[src/rtl/rldram_cmd_pkg.sv]
// Shared types for the RLDRAM3 command generator:
// command enum, pin encoding helper and init/run FSM states.
package rldram_cmd_pkg;

    typedef enum logic [2:0] {
        CMD_NOP,
        CMD_READ,
        CMD_WRITE,
        CMD_AREF,
        CMD_MRS
    } cmd_e;

    typedef enum logic [1:0] {
        ST_INIT_WAIT,
        ST_MRS,
        ST_MRS_GAP,
        ST_RUN
    } state_e;

    // {cs_n, we_n, ref_n}
    function automatic logic [2:0] cmd_pins(cmd_e c);
        logic [2:0] p;
        p = 3'b111;
        case (c)
            CMD_READ:  p = 3'b011;
            CMD_WRITE: p = 3'b001;
            CMD_AREF:  p = 3'b010;
            CMD_MRS:   p = 3'b000;
            default:   p = 3'b111;
        endcase
        return p;
    endfunction

endpackage

[src/rtl/rldram_bank_timer.sv]
// Per-bank tRC countdown timers; a bank is free when its timer is zero.
module rldram_bank_timer
    import rldram_cmd_pkg::*;
#(
    parameter int NB_BANKS = 16,
    parameter int T_RC     = 8,
    localparam int BA_WIDTH = $clog2(NB_BANKS)
) (
    input  logic                clk,
    input  logic                rst,
    input  logic                load,
    input  logic [BA_WIDTH-1:0] load_ba,
    output logic [NB_BANKS-1:0] free
);

    localparam int TW = $clog2(T_RC);
    localparam logic [TW-1:0] TLOAD = TW'(T_RC - 1);

    logic [TW-1:0] tmr_q [NB_BANKS];
    logic [TW-1:0] tmr_d [NB_BANKS];

    always_comb begin
        for (int i = 0; i < NB_BANKS; i++) begin
            tmr_d[i] = tmr_q[i];
            if (load && load_ba == BA_WIDTH'(i)) begin
                tmr_d[i] = TLOAD;
            end else if (tmr_q[i] != '0) begin
                tmr_d[i] = tmr_q[i] - TW'(1);
            end
        end
    end

    // Kept apart from tmr_d so load (which depends on free) forms no loop.
    always_comb begin
        for (int i = 0; i < NB_BANKS; i++) begin
            free[i] = (tmr_q[i] == '0);
        end
    end

    always_ff @(posedge clk or posedge rst) begin
        if (rst) begin
            for (int i = 0; i < NB_BANKS; i++) begin
                tmr_q[i] <= '0;
            end
        end else begin
            for (int i = 0; i < NB_BANKS; i++) begin
                tmr_q[i] <= tmr_d[i];
            end
        end
    end

endmodule

[src/rtl/rldram_cmd_gen.sv]
// RLDRAM3 command generator: MRS init, tRC-gated read/write, round-robin AREF.
// Define RLDRAM_CMD_PAR_EN to generate registered even parity on par_in.
module rldram_cmd_gen
    import rldram_cmd_pkg::*;
#(
    parameter int NB_BANKS     = 16,
    parameter int ADDR_WIDTH   = 20,
    parameter int T_RC         = 8,
    parameter int T_MRSC       = 4,
    parameter int INIT_CYCLES  = 200,
    parameter int REF_INTERVAL = 1024,
    parameter logic [ADDR_WIDTH-1:0] MR0_VAL = '0,
    parameter logic [ADDR_WIDTH-1:0] MR1_VAL = '0,
    parameter logic [ADDR_WIDTH-1:0] MR2_VAL = '0,
    localparam int BA_WIDTH = $clog2(NB_BANKS)
) (
    input  logic                  clk,
    input  logic                  rst,
    input  logic                  req_valid,
    output logic                  req_ready,
    input  logic                  req_we,
    input  logic [BA_WIDTH-1:0]   req_ba,
    input  logic [ADDR_WIDTH-1:0] req_addr,
    output logic                  cs_n,
    output logic                  we_n,
    output logic                  ref_n,
    output logic [BA_WIDTH-1:0]   ba,
    output logic [ADDR_WIDTH-1:0] addr,
    output logic                  par_in,
    output logic                  init_done,
    output logic                  rd_issued,
    output logic                  wr_issued,
    output logic                  ref_overrun
);

    localparam int IW = $clog2(INIT_CYCLES + 1);
    localparam int GW = $clog2(T_MRSC + 1);
    localparam int RW = $clog2(REF_INTERVAL);

    state_e                state_q, state_d;
    logic [IW-1:0]         init_cnt_q, init_cnt_d;
    logic [GW-1:0]         gap_cnt_q, gap_cnt_d;
    logic [1:0]            mrs_idx_q, mrs_idx_d;
    logic [RW-1:0]         ref_cnt_q, ref_cnt_d;
    logic                  ref_pending_q, ref_pending_d;
    logic [BA_WIDTH-1:0]   ref_ptr_q, ref_ptr_d;
    logic                  ref_overrun_q, ref_overrun_d;
    logic                  init_done_q, init_done_d;
    logic [2:0]            pins_q, pins_d;
    logic [BA_WIDTH-1:0]   ba_q, ba_d;
    logic [ADDR_WIDTH-1:0] addr_q, addr_d;
    logic                  rd_q, rd_d;
    logic                  wr_q, wr_d;

    cmd_e                  cmd;
    logic                  run;
    logic                  accept;
    logic                  do_ref;
    logic                  tmr_load;
    logic [BA_WIDTH-1:0]   tmr_ba;
    logic [NB_BANKS-1:0]   bank_free;

    rldram_bank_timer #(
        .NB_BANKS (NB_BANKS),
        .T_RC     (T_RC)
    ) u_timer (
        .clk     (clk),
        .rst     (rst),
        .load    (tmr_load),
        .load_ba (tmr_ba),
        .free    (bank_free)
    );

    always_comb begin
        state_d    = state_q;
        init_cnt_d = init_cnt_q;
        gap_cnt_d  = gap_cnt_q;
        mrs_idx_d  = mrs_idx_q;
        case (state_q)
            ST_INIT_WAIT: begin
                if (init_cnt_q == IW'(INIT_CYCLES - 1)) begin
                    state_d = ST_MRS;
                end else begin
                    init_cnt_d = init_cnt_q + IW'(1);
                end
            end
            ST_MRS: begin
                gap_cnt_d = '0;
                if (mrs_idx_q == 2'd2) begin
                    state_d = ST_RUN;
                end else if (T_MRSC > 1) begin
                    state_d = ST_MRS_GAP;
                end else begin
                    mrs_idx_d = mrs_idx_q + 2'd1;
                end
            end
            ST_MRS_GAP: begin
                if (gap_cnt_q == GW'(T_MRSC - 2)) begin
                    state_d   = ST_MRS;
                    mrs_idx_d = mrs_idx_q + 2'd1;
                end else begin
                    gap_cnt_d = gap_cnt_q + GW'(1);
                end
            end
            ST_RUN:  state_d = ST_RUN;
            default: state_d = ST_INIT_WAIT;
        endcase
    end

    // Arbitration: MRS during init, then refresh ahead of user requests.
    always_comb begin
        run       = (state_q == ST_RUN);
        req_ready = run && !ref_pending_q && bank_free[req_ba];
        accept    = req_valid && req_ready;
        do_ref    = run && ref_pending_q && bank_free[ref_ptr_q];
        cmd       = CMD_NOP;
        ba_d      = '0;
        addr_d    = '0;
        ref_ptr_d = ref_ptr_q;
        if (state_q == ST_MRS) begin
            cmd  = CMD_MRS;
            ba_d = BA_WIDTH'(mrs_idx_q);
            case (mrs_idx_q)
                2'd0:    addr_d = MR0_VAL;
                2'd1:    addr_d = MR1_VAL;
                default: addr_d = MR2_VAL;
            endcase
        end else if (do_ref) begin
            cmd  = CMD_AREF;
            ba_d = ref_ptr_q;
            if (ref_ptr_q == BA_WIDTH'(NB_BANKS - 1)) begin
                ref_ptr_d = '0;
            end else begin
                ref_ptr_d = ref_ptr_q + BA_WIDTH'(1);
            end
        end else if (accept) begin
            cmd    = req_we ? CMD_WRITE : CMD_READ;
            ba_d   = req_ba;
            addr_d = req_addr;
        end
        pins_d      = cmd_pins(cmd);
        rd_d        = (cmd == CMD_READ);
        wr_d        = (cmd == CMD_WRITE);
        tmr_load    = do_ref || accept;
        tmr_ba      = do_ref ? ref_ptr_q : req_ba;
        init_done_d = run;
    end

    // An expiry wins over a same-cycle clear so no interval is lost.
    always_comb begin
        ref_cnt_d     = ref_cnt_q;
        ref_pending_d = ref_pending_q;
        ref_overrun_d = ref_overrun_q;
        if (do_ref) begin
            ref_pending_d = 1'b0;
        end
        if (run) begin
            if (ref_cnt_q == RW'(REF_INTERVAL - 1)) begin
                ref_cnt_d     = '0;
                ref_pending_d = 1'b1;
                if (ref_pending_q && !do_ref) begin
                    ref_overrun_d = 1'b1;
                end
            end else begin
                ref_cnt_d = ref_cnt_q + RW'(1);
            end
        end
    end

    always_ff @(posedge clk or posedge rst) begin
        if (rst) begin
            state_q       <= ST_INIT_WAIT;
            init_cnt_q    <= '0;
            gap_cnt_q     <= '0;
            mrs_idx_q     <= '0;
            ref_cnt_q     <= '0;
            ref_pending_q <= 1'b0;
            ref_ptr_q     <= '0;
            ref_overrun_q <= 1'b0;
            init_done_q   <= 1'b0;
            pins_q        <= 3'b111;
            ba_q          <= '0;
            addr_q        <= '0;
            rd_q          <= 1'b0;
            wr_q          <= 1'b0;
        end else begin
            state_q       <= state_d;
            init_cnt_q    <= init_cnt_d;
            gap_cnt_q     <= gap_cnt_d;
            mrs_idx_q     <= mrs_idx_d;
            ref_cnt_q     <= ref_cnt_d;
            ref_pending_q <= ref_pending_d;
            ref_ptr_q     <= ref_ptr_d;
            ref_overrun_q <= ref_overrun_d;
            init_done_q   <= init_done_d;
            pins_q        <= pins_d;
            ba_q          <= ba_d;
            addr_q        <= addr_d;
            rd_q          <= rd_d;
            wr_q          <= wr_d;
        end
    end

`ifdef RLDRAM_CMD_PAR_EN
    logic par_q, par_d;

    always_comb begin
        par_d = ^{pins_d, ba_d, addr_d};
    end

    always_ff @(posedge clk or posedge rst) begin
        if (rst) begin
            par_q <= 1'b0;
        end else begin
            par_q <= par_d;
        end
    end

    assign par_in = par_q;
`else
    assign par_in = 1'b0;
`endif

    assign cs_n        = pins_q[2];
    assign we_n        = pins_q[1];
    assign ref_n       = pins_q[0];
    assign ba          = ba_q;
    assign addr        = addr_q;
    assign init_done   = init_done_q;
    assign rd_issued   = rd_q;
    assign wr_issued   = wr_q;
    assign ref_overrun = ref_overrun_q;

endmodule

[config.mk]
export PLATFORM = sky130hd
export DESIGN_NAME = rldram_cmd_gen
export DESIGN_NICKNAME = d
export VERILOG_FILES = /design/src/rtl/rldram_cmd_pkg.sv /design/src/rtl/rldram_bank_timer.sv /design/src/rtl/rldram_cmd_gen.sv
export SDC_FILE = /design/constraint.sdc
export NUM_CORES = 1
export LEC_CHECK = 0
export CAP_MARGIN = 10
export CORE_MARGIN = 1
export CORE_UTILIZATION = 55
export CTS_CLUSTER_SIZE = 40
export DETAILED_ROUTE_END_ITERATION = 8
export PLACE_DENSITY = 0.77
export SKIP_CTS_REPAIR_TIMING = 1
export SLEW_MARGIN = 15
export SYNTH_ARGS = -nofsm -noshare
export SYNTH_HDL_FRONTEND = slang
export SYNTH_HIERARCHICAL = 1
export SYNTH_SLANG_ARGS = --single-unit
[constraint.sdc]
create_clock -name clk -period 5 [get_ports clk]
set_input_delay 1 -clock clk [delete_from_list [all_inputs] [get_ports clk]]
set_output_delay 1 -clock clk [all_outputs]
set_load 0.01 [all_outputs]
======== Word-level counts from Yosys, hierarchy flattened ========
Index checks and enable logic that the tools add are counted.
storage, ports and cells
  output and inout port bits .............. 33
  register bits after elaboration ......... 109
  logic and storage cells ................. 226
operators by class
  bitwise operators ....................... 2
  reductions and logical operators ........ 82
  equality and inequality tests ........... 30
  mux-type cells .......................... 59
  $add $sub $neg .......................... 21
  magnitude comparators ................... 2
operator list
  cell                                                                    number
  3-bit 2-to-1 mux                                                        34
  20-bit 2-to-1 mux                                                       3
  3-bit logical NOT                                                       16
  3-bit nonzero test                                                      16
  3-bit by 1-bit subtractor with 3-bit output (second input constant)     16
  4-bit equality test (second input constant)                             9
  2-bit nonzero test                                                      17
  1-bit logical AND                                                       22
  4-bit 2-to-1 mux                                                        5
  4-bit by 3-bit equality test with 1-bit output (second input constant)  4
  3-bit case mux with 4 select lines                                      1
  10-bit by 1-bit adder with 10-bit output (second input constant)        1
  10-bit equality test (second input constant)                            1
  4-bit by 5-bit < comparator with 1-bit output (second input constant)   2
  10-bit 2-to-1 mux                                                       1
  2-bit 2-to-1 mux                                                        5
  2-bit AND reduction                                                     5
  3-bit by 2-bit equality test with 1-bit output (second input constant)  3
  8-bit by 1-bit adder with 8-bit output (second input constant)          1
  1-bit binary-select mux with 4-bit select                               2
  4-bit by 2-bit equality test with 1-bit output (second input constant)  2
  8-bit equality test (second input constant)                             1
  2-bit case mux with 4 select lines                                      1
  2-bit equality test (second input constant)                             3
  other kinds (16)                                                        25

======== Depth between registers and ports, before layout ========
  depth in word-level cells ............... 10
  mapped depth ............................ 11
  gate-level depth less buffers ........... 11

======== Modules after synthesis ========
The synthesis kept the hierarchy.
modules (own cells, without submodules)
  module             sequential area each (µm²)  area an instance (µm²)  cells each  times used
  rldram_cmd_gen     1530.2                      2834.0                  250         1
  rldram_bank_timer  1201.2                      2786.4                  265         1

======== Worst setup path before layout ========
No wires, ideal clock.
  path kind ............................... input port to output port
  from .................................... input port req_ba[0]
  to ...................................... output port req_ready
  arrival ................................. 2084 ps
  setup slack ............................. 1916 ps
  stages on the path ...................... 5
  required time ........................... 4000 ps
  cells stage by stage .................... buf_4 > mux4_2 > nand2b_1 > nand4_1 > a21boi_0
between the ends
  cells in the longest elaborated chain, start to end .. 3
ends and longest elaborated chain
  item                                       line                   text
  start, declared                            rldram_cmd_gen.sv:22   input logic [BA_WIDTH-1:0] req_ba,
  1-bit binary-select mux with 4-bit select  rldram_cmd_gen.sv:113  req_ready = run && !ref_pending_q && bank_free[req_ba];
  1-bit 2-to-1 mux (implied by the code)     rldram_cmd_gen.sv:113
  1-bit logical AND                          rldram_cmd_gen.sv:113
  end, declared                              rldram_cmd_gen.sv:20   output logic req_ready,
Every way passes these cells. The select of a mux whose other input is x is not followed.

======== Worst setup path in the final report ========
Same ends and word-level chain as after synthesis.

==> impl_metrics.prom <==
# TYPE chip_impl_metric gauge
chip_impl_metric{name="cellPowerDensity",unit="nW/µm²"} 227
chip_impl_metric{name="number_of_global_route_vias_before_repair",unit=""} 3597
chip_impl_metric{name="ir_worst_vdd",unit="mV"} 0.196
chip_impl_info{name="regToRegStartpoint",value="u_timer/tmr_q[3]"} 1
chip_impl_metric{name="finalNetCount",unit=""} 643
chip_impl_metric{name="die_area",unit="µm²"} 10600
chip_impl_info{name="status",value="finished, final reports clean"} 1
chip_impl_metric{name="seqPwrFrac",unit="%"} 59.5
chip_impl_info{name="timing.critical_path.to_type",value="output port"} 1
chip_impl_metric{name="final.setup_skew",unit="ps"} 8.87
chip_impl_metric{name="gp_congestion",unit=""} 0.746
chip_impl_metric{name="internal-power",unit="mW"} 1.16
chip_impl_metric{name="area.sequential",unit="µm²"} 2730
chip_impl_info{name="cp_startpoint",value="req_ba[0]"} 1
chip_impl_metric{name="dp_hpwl",unit="mm"} 7.77
chip_impl_metric{name="ioPinCount",unit=""} 61
chip_impl_metric{name="postSynthAreaPerCell",unit="µm²"} 10.9
chip_impl_metric{name="synth-seq-cells",unit=""} 109
chip_impl_metric{name="finalSetupViolCount",unit=""} 0
chip_impl_metric{name="dieHeight",unit="µm"} 103
chip_impl_metric{name="p_sw_share",unit="%"} 21.5
chip_impl_metric{name="netlist-cell-type-count",unit=""} 54
chip_impl_metric{name="synth_enable_flop_cells",unit=""} 0
chip_impl_metric{name="post_route_cells_drive_above_1_share",unit="%"} 12.0
chip_impl_info{name="clk_root_buffer_cell",value="sky130_fd_sc_hd__clkbuf_8"} 1
chip_impl_metric{name="clock_latency",unit="ps"} 370
chip_impl_info{name="endpoint",value="req_ready"} 1
chip_impl_metric{name="yosys.area.top_type_share",unit="%"} 47.2
chip_impl_metric{name="worst_ep_arrival_time",unit="ps"} 3200
chip_impl_metric{name="ctsHtreeMaxLevel",unit=""} 3
chip_impl_info{name="cts_tree",value="done"} 1
chip_impl_info{name="postSynth.topFlopCell",value="sky130_fd_sc_hd__dfrtp_1"} 1
chip_impl_metric{name="synth_cells",unit=""} 515
chip_impl_metric{name="clock_slew_seen_by_the_registers_of_the_worst_setup_and_hold_paths",unit="ps"} 90
chip_impl_metric{name="vias_per_cell",unit=""} 5.22
chip_impl_metric{name="finalSetupTns",unit="ps"} 0
chip_impl_metric{name="fill_cells",unit=""} 773
chip_impl_metric{name="multi_input_area",unit="µm²"} 2660
chip_impl_metric{name="final_hold_viol_count",unit=""} 0
chip_impl_metric{name="floorplan.initialDensity",unit="%"} 57.2
chip_impl_metric{name="synth_fp_nets",unit=""} 581
chip_impl_metric{name="final_period_minus_worst_setup_slack",unit="ps"} 4200
chip_impl_metric{name="cp.required",unit="ps"} 4000
chip_impl_metric{name="area.growth.synth_to_final",unit="%"} 16.3
chip_impl_metric{name="drtIter0Drc",unit=""} 117
chip_impl_metric{name="placedCellCount",unit=""} 699
chip_impl_metric{name="drt_pass1_iterations",unit=""} 4
chip_impl_info{name="netlist_top_cells_area",value="sky130_fd_sc_hd__dfrtp_1 (47%), sky130_fd_sc_hd__ha_1 (8.5%), sky130_fd_sc_hd__nand2_1 (5.5%), sky130_fd_sc_hd__xnor2_1 (4.1%), sky130_fd_sc_hd__mux2i_1 (3.7%)"} 1
chip_impl_info{name="synth_top_area_cell",value="sky130_fd_sc_hd__dfrtp_1"} 1
chip_impl_metric{name="rr_worst_depth",unit=""} 11
chip_impl_metric{name="synth_warnings",unit=""} 6
chip_impl_metric{name="grt_remaining_overflow",unit=""} 0
chip_impl_metric{name="grt_first_pass_wirelength",unit="mm"} 16.8
chip_impl_metric{name="detail_route.drc_violations",unit=""} 0
chip_impl_metric{name="die_w",unit="µm"} 103
chip_impl_metric{name="wl_per_cell",unit="µm"} 14.3
chip_impl_metric{name="tritoncts_num_sinks",unit=""} 109
chip_impl_metric{name="async_reset_ff_share",unit="%"} 100
chip_impl_metric{name="ff2ff_setup_slack",unit="ps"} 1700
chip_impl_metric{name="place_worst_setup_slack",unit="ps"} 814
chip_impl_metric{name="total_leakage_power",unit="nW"} 3.42
chip_impl_metric{name="fp-row-count",unit=""} 36
chip_impl_info{name="setup_repair_after_global_routing_missed_its_margin",value="false"} 1
chip_impl_metric{name="clockBufferDepth",unit=""} 2
chip_impl_metric{name="combPwrFrac",unit="%"} 3.5
chip_impl_metric{name="max_slew.worst_pin.slew",unit="ps"} 1010
chip_impl_metric{name="fmaxAchievable",unit="GHz"} 0.238
chip_impl_metric{name="vias",unit=""} 3735
chip_impl_metric{name="pwr-share-clk",unit="%"} 37.0
chip_impl_metric{name="post_synth_instance_area",unit="µm²"} 5620
chip_impl_info{name="r2r_end",value="u_timer/tmr_q[37]"} 1
chip_impl_metric{name="post_layout_nonfiller_instances",unit=""} 715
chip_impl_metric{name="grt_start_max_net_pins",unit=""} 49
chip_impl_metric{name="finalWirelength",unit="mm"} 10.3
chip_impl_metric{name="relSlewSlack",unit="%"} 33.0
chip_impl_metric{name="count_of_nets_left_with_antenna_violations_after_detail_routing",unit=""} 0
chip_impl_metric{name="numCtsBuffers",unit=""} 9
chip_impl_metric{name="final_max_slew_viol_count",unit=""} 0
chip_impl_info{name="critPathKind",value="input pin to output port"} 1
chip_impl_metric{name="buffer_ports.inserted",unit=""} 59
chip_impl_metric{name="antenna_found_initial",unit=""} 0
chip_impl_metric{name="maxCapViolCount",unit=""} 0
chip_impl_metric{name="gr-usage-all-layers",unit="%"} 21.1
chip_impl_info{name="hold_path.class",value="flop to flop"} 1
chip_impl_info{name="critPathLaunchType",value="input pin"} 1
chip_impl_metric{name="ys_seq_area_share",unit="%"} 48.6
chip_impl_metric{name="crit_path_max_fanout",unit=""} 8
chip_impl_metric{name="coreArea",unit="µm²"} 9820
chip_impl_metric{name="num_antenna_cells",unit=""} 0
chip_impl_metric{name="timing.final.crit_share",unit="%"} 83.9
chip_impl_metric{name="setup_slack",unit="ps"} 803
chip_impl_metric{name="net-switching-power",unit="mW"} 0.318
[stage by stage]
step | area [µm²] | util [%] | power [mW] | hold slack, ps
2_1_floorplan | 5620 | - | 0.922 | 442
3_3_place_gp | 6330 | 64.4 | 0.950 | 459
3_5_place_dp | 6330 | 64.4 | 0.951 | 467
4_1_cts | 6540 | 66.6 | 1.50 | 484
5_1_grt | 6540 | 66.6 | 1.54 | 490
6_report | 6540 | 66.6 | 1.48 | 483
[cells in the mapped netlist (5+ instances only)]
library cell,number
sky130_fd_sc_hd__inv_1,45
sky130_fd_sc_hd__dfrtp_1,106
sky130_fd_sc_hd__mux2_2,16
sky130_fd_sc_hd__clkbuf_1,5
sky130_fd_sc_hd__o21ai_0,5
sky130_fd_sc_hd__and2_1,24
sky130_fd_sc_hd__nand2_1,83
sky130_fd_sc_hd__mux2i_1,21
sky130_fd_sc_hd__nand3_1,9
sky130_fd_sc_hd__nor2b_4,14
sky130_fd_sc_hd__xor2_1,6
sky130_fd_sc_hd__xnor2_1,26
sky130_fd_sc_hd__ha_1,38
sky130_fd_sc_hd__nand4_1,5
sky130_fd_sc_hd__nor2_1,32
sky130_fd_sc_hd__nand2b_1,6
sky130_fd_sc_hd__a21oi_1,9
[area by class of cell]
class | count | area share (%)
timing repair buffer | 60 | 9.15
clock buffer | 11 | 2.32
tap | 133 | 2.54
clock inverter | 5 | 0.899
inverter | 45 | 2.58
sequential | 109 | 41.8
multi-input combinational | 352 | 40.7
[power groups by stage]
stage                     combinational (mW)  sequential [mW]  clock (mW)
after floorplan                       0.0239            0.898           0
after global placement                0.0521            0.898           0
after detailed placement              0.0530            0.898           0
after CTS                             0.0532            0.881       0.563
after global routing                  0.0580            0.881       0.601
final                                 0.0519            0.881       0.548
[state kept, by name, indices dropped and copies added (netlist names)]
register / flops
addr: 20
ba: 4
gap_cnt_q: 3
init_cnt_q: 8
init_done: 1
mrs_idx_q: 2
pins_q: 3
rd_issued: 1
ref_cnt_q: 10
ref_overrun: 1
ref_pending_q: 1
ref_ptr_q: 4
state_q: 2
u_timer/tmr_q: 48
wr_issued: 1
[worst min path at each step]
stage / slack, ps / from / depth (start not counted) / end
5_1_grt: 490 / ref_cnt_q[8] / 1 / ref_cnt_q[8]
2_1_floorplan: 440 / ref_cnt_q[8] / 1 / ref_cnt_q[8]
3_3_place_gp: 460 / ref_cnt_q[8] / 1 / ref_cnt_q[8]
6_report: 480 / ref_cnt_q[8] / 1 / ref_cnt_q[8]
3_5_place_dp: 470 / init_cnt_q[7] / 1 / init_cnt_q[7]
4_1_cts: 480 / init_cnt_q[7] / 1 / init_cnt_q[7]
[cell families after synthesis]
family,count (synthesis),share of synthesized area (%)
mux,45,9.88
compound gates,40,5.03
xor+xnor,32,4.99
buf+inv,54,4.01
flops,109,48.6
fa+ha+maj,38,8.46
simple gates,196,19.0
other cells,1,0.0667
[cell usage in the layout (no fill, tap or decap), types with 4 or more instances in the layout]
cell,count
sky130_fd_sc_hd__mux2i_1,21
sky130_fd_sc_hd__nor2b_4,14
sky130_fd_sc_hd__inv_1,43
sky130_fd_sc_hd__clkbuf_8,11
sky130_fd_sc_hd__o22ai_1,4
sky130_fd_sc_hd__dfrtp_1,106
sky130_fd_sc_hd__nor2b_1,4
sky130_fd_sc_hd__nand2_1,83
sky130_fd_sc_hd__o21ai_0,5
sky130_fd_sc_hd__ha_1,38
sky130_fd_sc_hd__clkdlybuf4s50_1,59
sky130_fd_sc_hd__mux2_2,16
sky130_fd_sc_hd__nand3_1,9
sky130_fd_sc_hd__xnor2_1,26
sky130_fd_sc_hd__and2_1,24
sky130_fd_sc_hd__nand4_1,5
sky130_fd_sc_hd__nand2b_1,6
sky130_fd_sc_hd__xor2_1,6
sky130_fd_sc_hd__nor2_1,32
sky130_fd_sc_hd__a21oi_1,9
[critical path: stages]
cell and delay, ps:
sky130_fd_sc_hd__clkdlybuf4s50_1 710, sky130_fd_sc_hd__mux4_2 540, sky130_fd_sc_hd__nand2b_1 150, sky130_fd_sc_hd__nand4_1 160, sky130_fd_sc_hd__a21boi_0 110, sky130_fd_sc_hd__clkdlybuf4s50_1 520
[per-layer routing]
metal  up-vias  track usage [%]  share of wire, %
met5         -                0                 0
met3        14             5.83               3.4
met4         0             6.61               1.4
li1       1813                -                 -
met2        53             35.5                51
met1      1855             26.5                45
Note: power is estimated with default switching activity, not from simulation.
